File: config.mk
export PLATFORM = sky130hd
export DESIGN_NAME = multiplicador_serie_flat
export DESIGN_NICKNAME = d
export VERILOG_FILES = /design/src/rtl/multiplicador_serie_if.sv /design/src/rtl/multiplicador_serie.sv /design/src/flat_wrapper.sv
export SDC_FILE = /design/constraint.sdc
export NUM_CORES = 1
export LEC_CHECK = 0
export BUFFER_PORTS_ARGS = -buffer_cell sky130_fd_sc_hd__buf_2
export CAP_MARGIN = 10
export CORE_MARGIN = 5
export CORE_UTILIZATION = 25
export DETAILED_ROUTE_END_ITERATION = 7
export GPL_ROUTABILITY_DRIVEN = 0
export PLACE_DENSITY_LB_ADDON = 0.25
export SYNTH_ARGS = -nofsm -noshare
export SYNTH_HDL_FRONTEND = slang
export SYNTH_SLANG_ARGS = --single-unit
File: constraint.sdc
create_clock -name clk -period 7 [get_ports clk]
set_clock_uncertainty 0.05 [all_clocks]
set_input_delay 1.4 -clock clk [delete_from_list [all_inputs] [get_ports clk]]
set_output_delay 1.4 -clock clk [all_outputs]
set_load 0.02 [all_outputs]
File: src/rtl/multiplicador_serie_if.sv
// Start/busy/done handshake and operand/product bus of the serial signed multiplier.
// The master side issues operands; the slave side is the multiplier itself.
interface multiplicador_serie_if #(
   parameter int cant_bits = 25,
   parameter int ent       = 10,
   parameter int frac      = 14
);
   localparam int PW = 2*ent + 2*frac + 1;

   logic                  start;
   logic signed [cant_bits-1:0] a;
   logic signed [cant_bits-1:0] b;
   logic                  busy;
   logic                  done;
   logic signed [PW-1:0]  product;

   modport master (output start, a, b, input busy, done, product);
   modport slave  (input start, a, b, output busy, done, product);
endinterface

File: src/rtl/multiplicador_serie.sv
// Shift-add signed Qent.frac multiplier: magnitude multiply, then sign fix and saturation.
// Optional macro MULT_ZERO_BYPASS_EN: zero operands finish in one cycle without going busy.
module multiplicador_serie #(
   parameter int cant_bits = 25,
   parameter int ent       = 10,
   parameter int frac      = 14
) (
   input logic clk,
   input logic reset,
   multiplicador_serie_if.slave bus
);
   localparam int PW = 2*ent + 2*frac + 1;
   localparam int AW = 2*cant_bits;
   localparam int CW = $clog2(cant_bits + 1);

   typedef enum logic [1:0] {IDLE, CALC, FIX} state_t;

   state_t               state_q;
   logic [cant_bits-1:0] mcand_q;
   logic [cant_bits-1:0] mplier_q;
   logic [AW-1:0]        acc_q;
   logic                 sign_q;
   logic [CW-1:0]        count_q;
   logic                 busy_q;
   logic                 done_q;
   logic [PW-1:0]        product_q;

   logic [cant_bits-1:0] aRaw_d, bRaw_d, magA_d, magB_d;
   logic [cant_bits:0]   sum_d;
   logic [AW-1:0]        accShift_d;
   logic [AW-1:0]        accNeg_d;
   logic [PW-1:0]        fixed_d;
   logic                 bypass_d;

   // Unsigned magnitudes; the most negative operand maps to 2^(cant_bits-1), which still fits.
   always_comb begin
      aRaw_d = bus.a;
      bRaw_d = bus.b;
      magA_d = aRaw_d[cant_bits-1] ? (~aRaw_d + cant_bits'(1)) : aRaw_d;
      magB_d = bRaw_d[cant_bits-1] ? (~bRaw_d + cant_bits'(1)) : bRaw_d;
`ifdef MULT_ZERO_BYPASS_EN
      bypass_d = (aRaw_d == '0) || (bRaw_d == '0);
`else
      bypass_d = 1'b0;
`endif
   end

   // One shift-add step: the carry out of the upper half becomes the new MSB after the shift.
   always_comb begin
      sum_d      = {1'b0, acc_q[AW-1:cant_bits]} + (mplier_q[0] ? {1'b0, mcand_q} : '0);
      accShift_d = {sum_d, acc_q[cant_bits-1:1]};
   end

   // Only |min|*|min| overflows the positive range; every negative product fits exactly.
   always_comb begin
      accNeg_d = ~acc_q + AW'(1);
      fixed_d  = '0;
      if (sign_q) begin
         fixed_d = accNeg_d[PW-1:0];
      end else if (acc_q[AW-1:PW-1] != '0) begin
         fixed_d = {1'b0, {(PW-1){1'b1}}};
      end else begin
         fixed_d = acc_q[PW-1:0];
      end
   end

   always_ff @(posedge clk or posedge reset) begin
      if (reset) begin
         state_q   <= IDLE;
         mcand_q   <= '0;
         mplier_q  <= '0;
         acc_q     <= '0;
         sign_q    <= 1'b0;
         count_q   <= '0;
         busy_q    <= 1'b0;
         done_q    <= 1'b0;
         product_q <= '0;
      end else begin
         case (state_q)
            IDLE: begin
               done_q <= 1'b0;
               if (bus.start && bypass_d) begin
                  product_q <= '0;
                  done_q    <= 1'b1;
               end else if (bus.start) begin
                  mcand_q  <= magA_d;
                  mplier_q <= magB_d;
                  sign_q   <= aRaw_d[cant_bits-1] ^ bRaw_d[cant_bits-1];
                  acc_q    <= '0;
                  count_q  <= '0;
                  busy_q   <= 1'b1;
                  state_q  <= CALC;
               end
            end
            CALC: begin
               acc_q    <= accShift_d;
               mplier_q <= mplier_q >> 1;
               count_q  <= count_q + CW'(1);
               if (count_q == CW'(cant_bits - 1)) begin
                  state_q <= FIX;
               end
            end
            FIX: begin
               product_q <= fixed_d;
               done_q    <= 1'b1;
               busy_q    <= 1'b0;
               state_q   <= IDLE;
            end
            default: begin
               state_q <= IDLE;
               busy_q  <= 1'b0;
               done_q  <= 1'b0;
            end
         endcase
      end
   end

   assign bus.busy    = busy_q;
   assign bus.done    = done_q;
   assign bus.product = product_q;
endmodule

File: src/flat_wrapper.sv
// flat-port wrapper written by rule: the top's interface ports become plain ports
module multiplicador_serie_flat 
#(
   parameter int cant_bits = 25,
   parameter int ent       = 10,
   parameter int frac      = 14
)
  (clk, reset, bus_start, bus_a, bus_b, bus_busy, bus_done, bus_product);
  multiplicador_serie_if #(.cant_bits(cant_bits), .ent(ent), .frac(frac)) bus_i ();
  input logic clk;
  input logic reset;
  input wire logic [$bits(bus_i.start)-1:0] bus_start;
  input wire logic [$bits(bus_i.a)-1:0] bus_a;
  input wire logic [$bits(bus_i.b)-1:0] bus_b;
  output wire logic [$bits(bus_i.busy)-1:0] bus_busy;
  output wire logic [$bits(bus_i.done)-1:0] bus_done;
  output wire logic [$bits(bus_i.product)-1:0] bus_product;
  assign bus_i.start = bus_start;
  assign bus_i.a = bus_a;
  assign bus_i.b = bus_b;
  assign bus_busy = bus_i.busy;
  assign bus_done = bus_i.done;
  assign bus_product = bus_i.product;
  multiplicador_serie #(.cant_bits(cant_bits), .ent(ent), .frac(frac)) u_core (.clk(clk), .reset(reset), .bus(bus_i));
endmodule
==> impl_summary.md, run 1 <==
Run status
The run finished with clean final reports.

Worst setup path
Of all nets on the critical path, the largest fanout is 26. The class of the most critical setup path is flip-flop to flip-flop. The kind of end point of the critical path is a flip-flop. The setup check on the worst reg-to-reg path leaves a slack of 3.56 ns.

The endpoint identified for the worst register-to-register timing path is u_core.acc_q[47]. The startpoint identified for the worst register-to-register timing path is u_core.mplier_q[0]. The delay contributed by the slowest stage of the critical path is 0.82 ns. The signal on the critical path passes through and2_1, ha_1, o211ai_1, o211ai_1, a41oi_1, o41ai_1, a41oi_1, xor2_1, o21ai_0. The cell with the biggest individual delay on the critical path is o41ai_1. The kind of start point of the critical path is a flip-flop. The most critical setup path has its endpoint at u_core.acc_q[47].

The cell count of the worst reg-to-reg path is 9. The startpoint of the worst setup timing path is u_core.mplier_q[0]. The worst path arrival time is 3.73 ns. The required arrival time at the worst endpoint is 7.29 ns.

Synthesis
The share of Yosys cell area claimed by the top area cell type is 42.3%. The cell type with the largest total area after synthesis is dfrtp_1. The async set-or-reset flop fraction in the synthesized netlist is 100%. The count of distinct cell types in the synthesized netlist is 63. The cell count after synthesis is 1067.

After synthesis, the most frequently instantiated cells are dfrtp_1, nand2_1, o21ai_0, clkbuf_1, a21oi_1. The mean instance size in the synthesized netlist is 8.81 um2. The number of enable flip-flop cells after synthesis is 0. Ranked by total cell area, the synthesized netlist is headed by dfrtp_1, o21ai_0, nand2_1, xor2_1, ha_1. Synthesis inferred 159 register bits. Of the synthesized area, sequential elements account for 42.3%. The most common cell in the synthesized netlist is dfrtp_1. The number of nets in the synthesized netlist is 1151.

The number of warnings issued by yosys is 0. The flip-flop cell with the highest count after synthesis is dfrtp_1. The cell area after technology mapping is 9410 um2.

Timing
The headroom to the max-slew limit is 22.6%. The final-report max-slew violation count is 0. The clock period minus worst slack is 3.44 ns. Summed over all failing endpoints, the final setup total negative slack is 0 ns. The smallest setup slack after layout is 3.56 ns. For this run, the top clock speed supported by timing is 291 MHz. The final-report hold violation count came to 0. The transition time at the pin with the least slew margin is 1.16 ns.

Setup repair after global routing left no endpoint under its margin. Setup violations remaining at the end of the flow were counted as 0. The worst path uses 49.2% of the clock period.

Finish
The filler-free cell count of the finished design is 1659. The multi-input combinational cells in the finished layout cover a total of 5120 um2. The area taken by flip-flops and latches is 3980 um2. Relative to the synthesized area, the layout overhead comes to 17.2%.

Fill cells in the final layout number 3983. Cells fill 29.5% of the core in the end. The ratio of cells with drive above 1 in the final layout is 14.5%. After the last flow step, the layout net total stands at 1219. 0 antenna diodes ended up in the layout.

Clock network
The H-tree was split into 4 levels. The register clock-pin slew on the reported worst setup and hold paths is 0.07 ns. The worst-case clock buffer depth is 2.

Buffers inserted during clock tree synthesis total 17. The clock net sink count is 159. The clock tree from TritonCTS is built. The number of gates resized after CTS was 0. The tree is rooted in a clkbuf_16. The count of buffers added by post-CTS timing repair for setup is 0. The clock insertion delay at the later pin of the skew report is 0.43 ns. The hold buffer count at CTS is 0.

Global routing
The remaining global-route overflow is 0. The aggregate global-route resource usage is 13.2%. Entering global routing, the biggest net connects 94 pins. The first global-routing pass estimated 44000 um of wire.

The initial antenna violation count came to 0. The via count of the first global-routing pass came to 7641.

Floorplan
For this configuration, the core starts out at a cell density of 25.1%. The row count is 71. The horizontal die dimension is 204 um. In this run the vertical extent of the chip is 204 um. The boundary pin count is 104.

The overall die area is 41600 um2. The core region is 37400 um2.

Pwr
The analysis attributes to cell leakage a power of 4.91 nW. Power spread over the standard cell area amounts to 408 nW/um2. The peak supply drop is 143 uV. The total power is 4.50 mW.

Place
The number of port buffers is 103. The number of cells after detailed placement is 1627. Summed over all nets, the half-perimeter wirelength after detailed placement is 19600 um. Before CTS, the worst setup slack after placement is 3.22 ns.

Route
The detailed router finished its first iteration with 542 violations. The first detailed-routing pass took 5 iterations. The DRC violation count after routing is 0.

Dividing the detail-routed wire length by the instance count gives 16.5 um. Detailed routing inserted a total of 7967 vias. After detailed routing, the number of vias per cell comes to 4.80. The final antenna-violating net count is 0. The routed wire length is 27400 um.

Hold path
The class of the most critical hold timing path is flip-flop to flip-flop.

Flow run
Max-cap violations in this run came to 0.
where the power goes:
group / internal (mW) / switching [mW]
clock: 0.577 / 0.403
combinational: 0.725 / 1.12
sequential: 1.27 / 0.402
total: 2.58 / 1.92
cells in the final DEF, fill, tap and decap left out, types with 10 or more instances in the layout:
master,Yosys,final
xor2_1,58,58
a22o_1,26,26
buf_2,0,103
o41ai_1,13,13
inv_1,18,17
nand2b_1,13,11
o31ai_1,15,15
and2_1,27,27
dfrtp_1,159,159
or4_1,12,12
o211ai_1,11,11
buf_4,0,10
a22oi_1,19,19
nor3_1,19,19
nor2_1,58,58
xnor2_1,22,22
or3_1,17,17
clkbuf_16,0,17
o21ai_0,138,138
nand2_1,146,146
ha_1,30,30
o22ai_1,15,15
nand3_1,16,16
a21oi_1,59,59
how the worst min path moves through the flow:
stage,from,endpoint,slack (ns),cells past startpoint
floorplan,u_core.mcand_q[21],u_core.mcand_q[21],0.38,2
global placement,u_core.bus.product[0],u_core.bus.product[0],0.40,2
detailed placement,u_core.bus.product[27],u_core.bus.product[27],0.41,2
CTS,u_core.bus.product[27],u_core.bus.product[27],0.42,2
global route,u_core.bus.product[13],u_core.bus.product[13],0.44,1
finish,u_core.bus.product[27],u_core.bus.product[27],0.42,2
routing by layer:
metal / vias to the layer above / global-route usage [%] / wire length, um
met3: 10 / 2.52 / 1170
met1: 3772 / 19.9 / 14200
met2: 167 / 19.5 / 11700
li1: 4018 / - / -
met4: 0 / 2.80 / 233
met5: - / 0 / 0
cells by family (layout without fill, tap and decap cells):
group,after synthesis,in the layout,share of synthesized area [%]
flip-flops,159,159,42.3
XOR/XNOR,80,80,7.45
adder cells (fa/ha/maj),31,31,4.20
AO/OA/AOI/OAI,353,353,23.4
multiplexers,4,4,0.466
buffers and inverters,82,163,3.35
AND/OR/NAND/NOR,358,358,18.8
final cells by class:
type                    count  share of cell area, %
flip-flops and latches    159                   36.1
inverters                  18                  0.658
well taps                 511                   5.80
repair buffers            113                   5.36
multi-input cells         826                   46.5
clock buffers              22                   4.48
clock inverters            10                   1.13
metrics by stage:
| stage | hold slack (ns) | cell area [um2] |
|---|---|---|
| 2_1_floorplan | 0.380 | 9410 |
| 3_3_place_gp | 0.402 | 10400 |
| 3_5_place_dp | 0.406 | 10400 |
| 4_1_cts | 0.420 | 11000 |
| 5_1_grt | 0.440 | 11000 |
| 6_report | 0.416 | 11000 |
flip-flops by register name (all words and copies together), names as in the netlist:
signal,count
u_core.acc_q,50
u_core.bus.busy,1
u_core.bus.product,49
u_core.bus.done,1
u_core.mcand_q,25
u_core.count_q,5
u_core.mplier_q,25
u_core.state_q,2
u_core.sign_q,1
worst max-delay path, delay by kind of cell, from the launching register on:
family	cells	cell delay (ns)
AO/OA/AOI/OAI	6	1.91
flip-flops	1	0.61
adder cells (fa/ha/maj)	1	0.35
AND/OR/NAND/NOR	1	0.26
XOR/XNOR	1	0.20
Note: power is estimated with default switching activity, not from simulation.
==> inputs of run 2 (changes only) <==
==> constraint.sdc (replaced) <==
create_clock -name clk -period 3.19 [get_ports clk]
set_clock_uncertainty 0.05 [all_clocks]
set_input_delay 0.638 -clock clk [delete_from_list [all_inputs] [get_ports clk]]
set_output_delay 0.638 -clock clk [all_outputs]
set_load 0.02 [all_outputs]
==> impl_summary.md, run 2 (same netlist as run 1, synthesis figures left out) <==
Worst setup path
On the critical path, the stage with the largest delay is an instance of or4_4. The delay contributed by the slowest stage of the critical path came to 0.57 ns (-0.25 ns). Traced cell by cell, the critical path runs through or4_4, nand4b_4, or4_4, or4_4, or3_1, a211oi_1, a311oi_1. The reg-to-reg setup timing slack is 0.20 ns (-3.35 ns). The class of the most critical setup path is flip-flop to flip-flop. Counting stages on the worst path, the most repeated cell is or4_4. The cell count of the worst reg-to-reg path is 7 (-2). The worst path arrival time is 3.23 ns (-0.50 ns).

STA classifies the critical path endpoint as a flip-flop. The kind of start point of the critical path is a flip-flop. The worst register-to-register path ends at u_core.bus.product[47]. The startpoint identified for the worst register-to-register timing path is u_core.acc_q[30]. The required arrival time at the worst endpoint came to 3.44 ns (-3.85 ns).

The critical-path maximum fanout is 5 (-81%).

Global routing
The via count of the first global-routing pass is 7917 (+3.6%). The first-pass GRT wire length is 44400 um (+0.88%). The initial antenna violation count was 0 (unchanged). The maximum number of pins on one net before global-route repair is 66 (-30%). The aggregate global-route resource usage is 13.3% (+0.16 points). The remaining global-route overflow is 0 (unchanged).

Timing
The final-report hold violation count came to 0 (unchanged). The headroom to the max-slew limit is 41.8% (+19 points). The total negative setup slack is 0 ns (unchanged). The final-report setup violation count is 0 (unchanged). The clock period minus worst slack was 2.99 ns (-0.455 ns).

Setup repair after global routing left no endpoint under its margin. The transition time at the pin with the least slew margin is 0.874 ns (-0.287 ns). The peak clock frequency supported by timing came to 335 MHz (+15%). The smallest setup slack after layout was 0.203 ns (-3.35 ns). The worst hold slack is 0.339 ns (-0.0768 ns).

The final-report max-slew violation count is 0 (unchanged). The share of the cycle needed by the critical path after routing came to 93.6% (+44 points).

Clock network
The clock tree from TritonCTS is built. The number of H-tree levels is 4 (unchanged). The hold buffer count at CTS is 0 (unchanged). The clock net sink count is 159 (unchanged). The clock insertion delay at the later pin of the skew report came to 0.43 ns (about the same). The count of buffers added by post-CTS timing repair for setup is 0 (unchanged). The register clock-pin slew on the reported worst setup and hold paths is 0.07 ns (about the same).

The worst-case clock buffer depth is 2 (unchanged). The total of cells resized after clock tree synthesis is 0 (unchanged). The number of clock buffers inserted by TritonCTS is 17 (unchanged).

The root buffer selected by CTS is clkbuf_16.

Route
The final antenna-violating net count came to 0 (unchanged). The routed wire length is 27500 um (+0.71%). The initial detailed-routing violation count was 377 (-30%). The average wire per cell in the routed design is 16.2 um (-1.7%). The detail-routed via count per cell was 4.76 (-0.88%).

The count of vias placed by the detailed router was 8087 (+1.5%). The DRC violation count after routing is 0 (unchanged). The number of iterations in the first detailed-routing pass is 4 (-1).

Finish
The flip-flop count of the largest register after layout is 50 (unchanged). The filler-free cell count of the finished design was 1699 (+2.4%). The finished layout cell area came to 11300 um2 (+2.9%). The net count reported at finish is 1259 (+3.3%).

The number of fillers in the final layout is 4001 (+0.45%). The ratio of cells with drive above 1 in the final layout came to 17.2% (+2.7 points). The number of antenna diodes is 0 (unchanged). The area growth from synthesis to layout is 20.6%. The commonest non-fill, non-tap cell in the layout is dfrtp_1. The register with the most flip-flops is u_core.acc_q. Leaving out fill and tap cells, the most frequent cells in the layout are dfrtp_1, nand2_1, o21ai_0.

The core utilization of the finished layout came to 30.3% (+0.84 points).

Place
The worst slack at placement is 0.201 ns (-3.02 ns). The number of cells after detailed placement was 1667 (+2.5%). The post-detailed-placement cell area is 10700 um2 (+2.9%).

The placed wire-length estimate was 20800 um (+6.4%). The number of port buffers is 103 (unchanged).

Flow run
The number of maximum-capacitance constraint violations was 0 (unchanged).

Floorplan
The boundary pin count came to 104 (unchanged). The die height is 204 um (unchanged). The initial cell density of the core is 25.1% (unchanged).

The standard cell core area came to 37400 um2 (unchanged). The row count is 71 (unchanged). The overall die area was 41600 um2 (unchanged).

The horizontal die dimension is 204 um (unchanged).

Pwr
The total power density per cell area is 898 nW/um2 (+120%). The total power is 10.2 mW (+130%). The static leakage power came to 5.12 nW (+4.4%). The peak supply drop was 358 uV (+150%).

Hold path
The class of the most critical hold timing path is primary input to async pin.

Run status
The flow ran to the end, and the final reports show no timing, DRC or antenna violations.
-- run 2: changes by cell type in the layout (fill, tap and decap cells not counted), moves of 2 or more --
cell,change
bufinv_16,+2
clkinv_2,+3
inv_6,-4
clkbuf_1,+2
buf_4,+40
clkbuf_8,-2
-- run 2: worst max path at each step --
stage | slack (ns) | cells after the start | from | endpoint
finish | 0.20 | 7 | u_core.acc_q[30] | u_core.bus.product[47]
global route | 0.03 | 10 | u_core.mplier_q[0] | u_core.acc_q[43]
CTS | 0.20 | 7 | u_core.acc_q[30] | u_core.bus.product[47]
detailed placement | 0.20 | 7 | u_core.acc_q[30] | u_core.bus.product[47]
global placement | 0.23 | 7 | u_core.acc_q[30] | u_core.bus.product[47]
floorplan | 0.16 | 8 | u_core.acc_q[30] | u_core.bus.product[47]
-- run 2: worst max-delay path, delay by kind of cell, from the launching register on --
kind,cells,cell delay (ns)
AOI/OAI and AO/OA,2,0.31
and+or+nand+nor,5,2.12
DFF,1,0.37
-- run 2: final cells by class --
type | count | area (um2) | share of cell area (%)
clock inverters | 10 | 159 | 1.40
multi-input cells | 826 | 5130 | 45.2
inverters | 18 | 71.3 | 0.629
clock buffers | 22 | 474 | 4.18
flip-flops and latches | 159 | 3980 | 35.1
repair buffers | 153 | 891 | 7.86
well taps | 511 | 639 | 5.64
-- run 2: per-layer routing --
metal	up-vias	part of all wire, %	global-route usage, %
met5	-	0	0
met4	0	1.2	3.16
met3	19	4.2	2.70
met2	169	44	20.4
met1	3819	51	19.5
li1	4080	-	-
-- run 2: where the power goes --
group | leakage [nW] | internal, mW | total [mW] | switching (mW)
clock network | 0.306 | 1.37 | 2.21 | 0.840
logic | 2.74 | 1.79 | 4.39 | 2.60
registers | 2.07 | 2.80 | 3.58 | 0.780
==> inputs of run 3 (changes only) <==
--- a/config.mk
+++ b/config.mk
@@ -5,6 +5,7 @@
 export SDC_FILE = /design/constraint.sdc
 export NUM_CORES = 1
 export LEC_CHECK = 0
+export ABC_AREA = 1
 export BUFFER_PORTS_ARGS = -buffer_cell sky130_fd_sc_hd__buf_2
 export CAP_MARGIN = 10
 export CORE_MARGIN = 5
==> impl_summary.md, run 3 <==
Hold path
The class of the most critical hold timing path is primary input to async pin.

Clock network
The tree is rooted in a clkbuf_16. The clock net sink count came to 159 (unchanged). The clock tree from TritonCTS is built. The worst-case clock buffer depth is 2 (unchanged).

The number of H-tree levels is 4 (unchanged). The number of clock buffers inserted by TritonCTS came to 17 (unchanged). The register clock-pin slew on the reported worst setup and hold paths is 0.08 ns (about the same). The clock insertion delay at the later pin of the skew report was 0.44 ns (about the same). The total of cells resized after clock tree synthesis came to 0 (unchanged). The count of buffers added by post-CTS timing repair for setup came to 0 (unchanged).

The hold buffer count at CTS is 0 (unchanged).

Synthesis
The cell count after synthesis is 1513 (+42%). By area, the combinational part of the netlist is dominated by simple AND/OR/NAND/NOR gates. The synthesized-area fraction occupied by and/or/nand/nor cells is 32.9% (+14 points). The fraction of the mapped netlist area in adder cells is 3.75% (-0.45 points). The number of warnings issued by yosys is 0 (unchanged). The cell area after technology mapping was 10500 um2 (+12%). The share of cell area taken by muxes after synthesis is 0.0950% (-0.37 points). The part of the Yosys area used for sequential elements came to 37.8% (-4.5 points). The mean instance size in the synthesized netlist is 6.96 um2 (-21%). Ranked by instance count, the synthesized netlist is headed by nand2_1, nor2_1, inv_1, dfrtp_1, nand3_1.

By instance count, the leading cell after synthesis is nand2_1. The number of enable flip-flop cells after synthesis is 0 (unchanged). The async set-or-reset flop fraction in the synthesized netlist is 100% (unchanged).

The post-synthesis register bit count was 159 (unchanged). The flip-flop cell with the highest count after synthesis is dfrtp_1. Yosys attributes the largest share of cell area to dfrtp_1, nand2_1, nor2_1, nand3_1, inv_1. The xor/xnor cell area share of the yosys netlist is 2.83% (-4.6 points).

The compound-cell area share of the yosys netlist is 14.4% (-9.1 points). The largest total area in the synthesized netlist belongs to dfrtp_1. The count of distinct cell types in the synthesized netlist is 45 (-29%). The share of Yosys cell area claimed by the top area cell type was 37.8% (-4.5 points). The net count of the mapped netlist is 1597 (+39%).

Timing
The transition time at the pin with the least slew margin is 0.872 ns (-0.00110 ns). The final-report hold violation count is 0 (unchanged). The final-report setup violation count is 0 (unchanged). The final-report max-slew violation count was 0 (unchanged).

The headroom to the max-slew limit is 41.8% (about the same). The smallest setup slack after layout is 0.774 ns (+0.570 ns). The peak clock frequency supported by timing is 414 MHz (+24%). The share of the cycle needed by the critical path after routing is 75.7% (-18 points). Setup repair after global routing left no endpoint under its margin. The worst hold slack is 0.295 ns (-0.0438 ns). The total negative setup slack is 0 ns (unchanged). The clock period minus worst slack is 2.42 ns (-0.570 ns).

Route
The routed wire length is 32500 um (+18%). The final antenna-violating net count is 0 (unchanged). The count of vias placed by the detailed router is 9978 (+23%). The initial detailed-routing violation count is 623 (+65%).

The detail-routed via count per cell is 4.65 (-2.4%). The average wire per cell in the routed design is 15.1 um (-6.6%). The number of iterations in the first detailed-routing pass was 5 (+1).

The DRC violation count after routing is 0 (unchanged).

Global routing
The remaining global-route overflow came to 0 (unchanged). The first-pass GRT wire length is 54100 um (+22%). The via count of the first global-routing pass is 9980 (+26%). The initial antenna violation count was 0 (unchanged). The aggregate global-route resource usage came to 14.2% (+0.84 points).

The maximum number of pins on one net before global-route repair came to 89 (+35%).

Worst setup path
Walking the worst path, the cells encountered are nand2_1, inv_1, ha_1, inv_1, fa_1, o21ai_1, nand2_1, nand2_1, a21oi_1, o21ai_0, o21ai_0. The required arrival time at the worst endpoint is 3.42 ns (-0.02 ns). The worst path buffer plus inverter count was 2 (+2). Among the stages of the critical path, the cell type that occurs most often is nand2_1. The kind of end point of the critical path is a flip-flop. The worst path arrival time is 2.64 ns (-0.59 ns). Broken down by cell family, the worst path's largest delay share belongs to compound AO/OA/AOI/OAI gates. The delay contributed by the slowest stage of the critical path is 0.42 ns (-0.15 ns). Among all stages on the critical path, the largest delay is contributed by dfrtp_1.

The critical-path maximum fanout is 6 (+1). The kind of start point of the critical path is a flip-flop. The class of the most critical setup path is flip-flop to flip-flop.

Finish
The number of antenna diodes is 0 (unchanged). The ratio of cells with drive above 1 in the final layout is 12.6% (-4.6 points). The area added between synthesis and finish is 15.8%. The net count reported at finish is 1680 (+33%). In the layout the commonest cells are nand2_1, nor2_1, inv_1, dfrtp_1, nand3_1. The filler-free cell count of the finished design is 2148 (+26%). The library cell used most frequently in the layout, excluding fill and tap cells, is nand2_1. The register with the most flip-flops is u_core.acc_q.

The flip-flop count of the largest register after layout is 50 (unchanged).

Floorplan
The boundary pin count was 104 (unchanged). The overall die area is 46300 um2 (+11%). The die height is 215 um (+5.5%). The horizontal die dimension is 215 um (+5.5%). The row count came to 75 (+5.6%). The initial cell density of the core is 25.2% (about the same). The standard cell core area came to 41900 um2 (+12%).

Place
The placed wire-length estimate is 24600 um (+18%). The worst slack at placement was 0.797 ns (+0.596 ns). The number of cells after detailed placement is 2116 (+27%). The number of port buffers came to 103 (unchanged).

Pwr
The total power density per cell area is 975 nW/um2 (+8.7%). The total power is 11.9 mW (+17%). The static leakage power is 6.19 nW (+21%). The peak supply drop is 413 uV (+15%).

Flow run
The number of maximum-capacitance constraint violations is 0 (unchanged).

Run status
The flow ran to the end, and the final reports show no timing, DRC or antenna violations.
-- run 3: cell types whose count changed in the layout (fill, tap and decap cells not counted), moves of 26 or more --
cell	change
o21ai_0	-41
xor2_1	-29
a22o_1	-26
inv_1	+142
nor2_1	+120
nand3_1	+105
nand2_1	+291
buf_4	-40
-- run 3: cell families (layout without fill, tap and decap cells) --
| logic type | count (synthesis) | count (layout) |
|---|---|---|
| simple gates | 812 | 812 |
| flops | 159 | 159 |
| buf+inv | 221 | 317 |
| compound gates | 255 | 255 |
| mux | 1 | 1 |
| fa+ha+maj | 31 | 31 |
| xor+xnor | 34 | 34 |
-- run 3: per-layer routing --
layer / vias up / global-route usage [%] / wire length, um
met4: 0 / 3.41 / 427
met5: - / 0 / 0
met3: 25 / 2.20 / 1410
li1: 5128 / - / -
met1: 4612 / 20.7 / 16600
met2: 213 / 22.1 / 14100
-- run 3: through the flow --
stage               utilization (%)  area [um2]
finish                         29.1       12200
global route                   29.1       12200
CTS                            29.1       12200
detailed placement             27.7       11600
global placement               27.7       11600
floorplan                         -       10500
-- run 3: worst paths after layout --
check / start / end / slack (ns) / depth (start not counted)
max in group asynchronous: reset / u_core.mcand_q[7] / 2.36 / 3
setup reg to reg: u_core.mplier_q[0] / u_core.acc_q[32] / 0.77 / 11
hold / removal: reset / u_core.bus.product[2] / 0.30 / 3
min in group clk: u_core.bus.done / u_core.bus.done / 0.42 / 2
setup / recovery: u_core.mplier_q[0] / u_core.acc_q[32] / 0.77 / 11
hold reg to reg: u_core.bus.done / u_core.bus.done / 0.42 / 2
-- run 3: where the power goes --
part / leakage (nW) / switching (mW) / internal [mW]
Clock: 0.283 / 1.03 / 1.05
Sequential: 2.00 / 0.801 / 2.86
Combinational: 3.91 / 4.10 / 2.06
-- run 3: cell type report --
class,instances,area (um2)
fillers,4686,29700
multi-input cells,1133,5680
flip-flops and latches,159,3980
well taps,539,674
inverters,170,642
repair buffers,115,631
clock buffers,17,425
clock inverters,15,161
-- run 3: tightest hold or removal path: stages --
cell and delay (ns):
buf_2 0.11, clkinvlp_4 0.10, buf_12 0.34
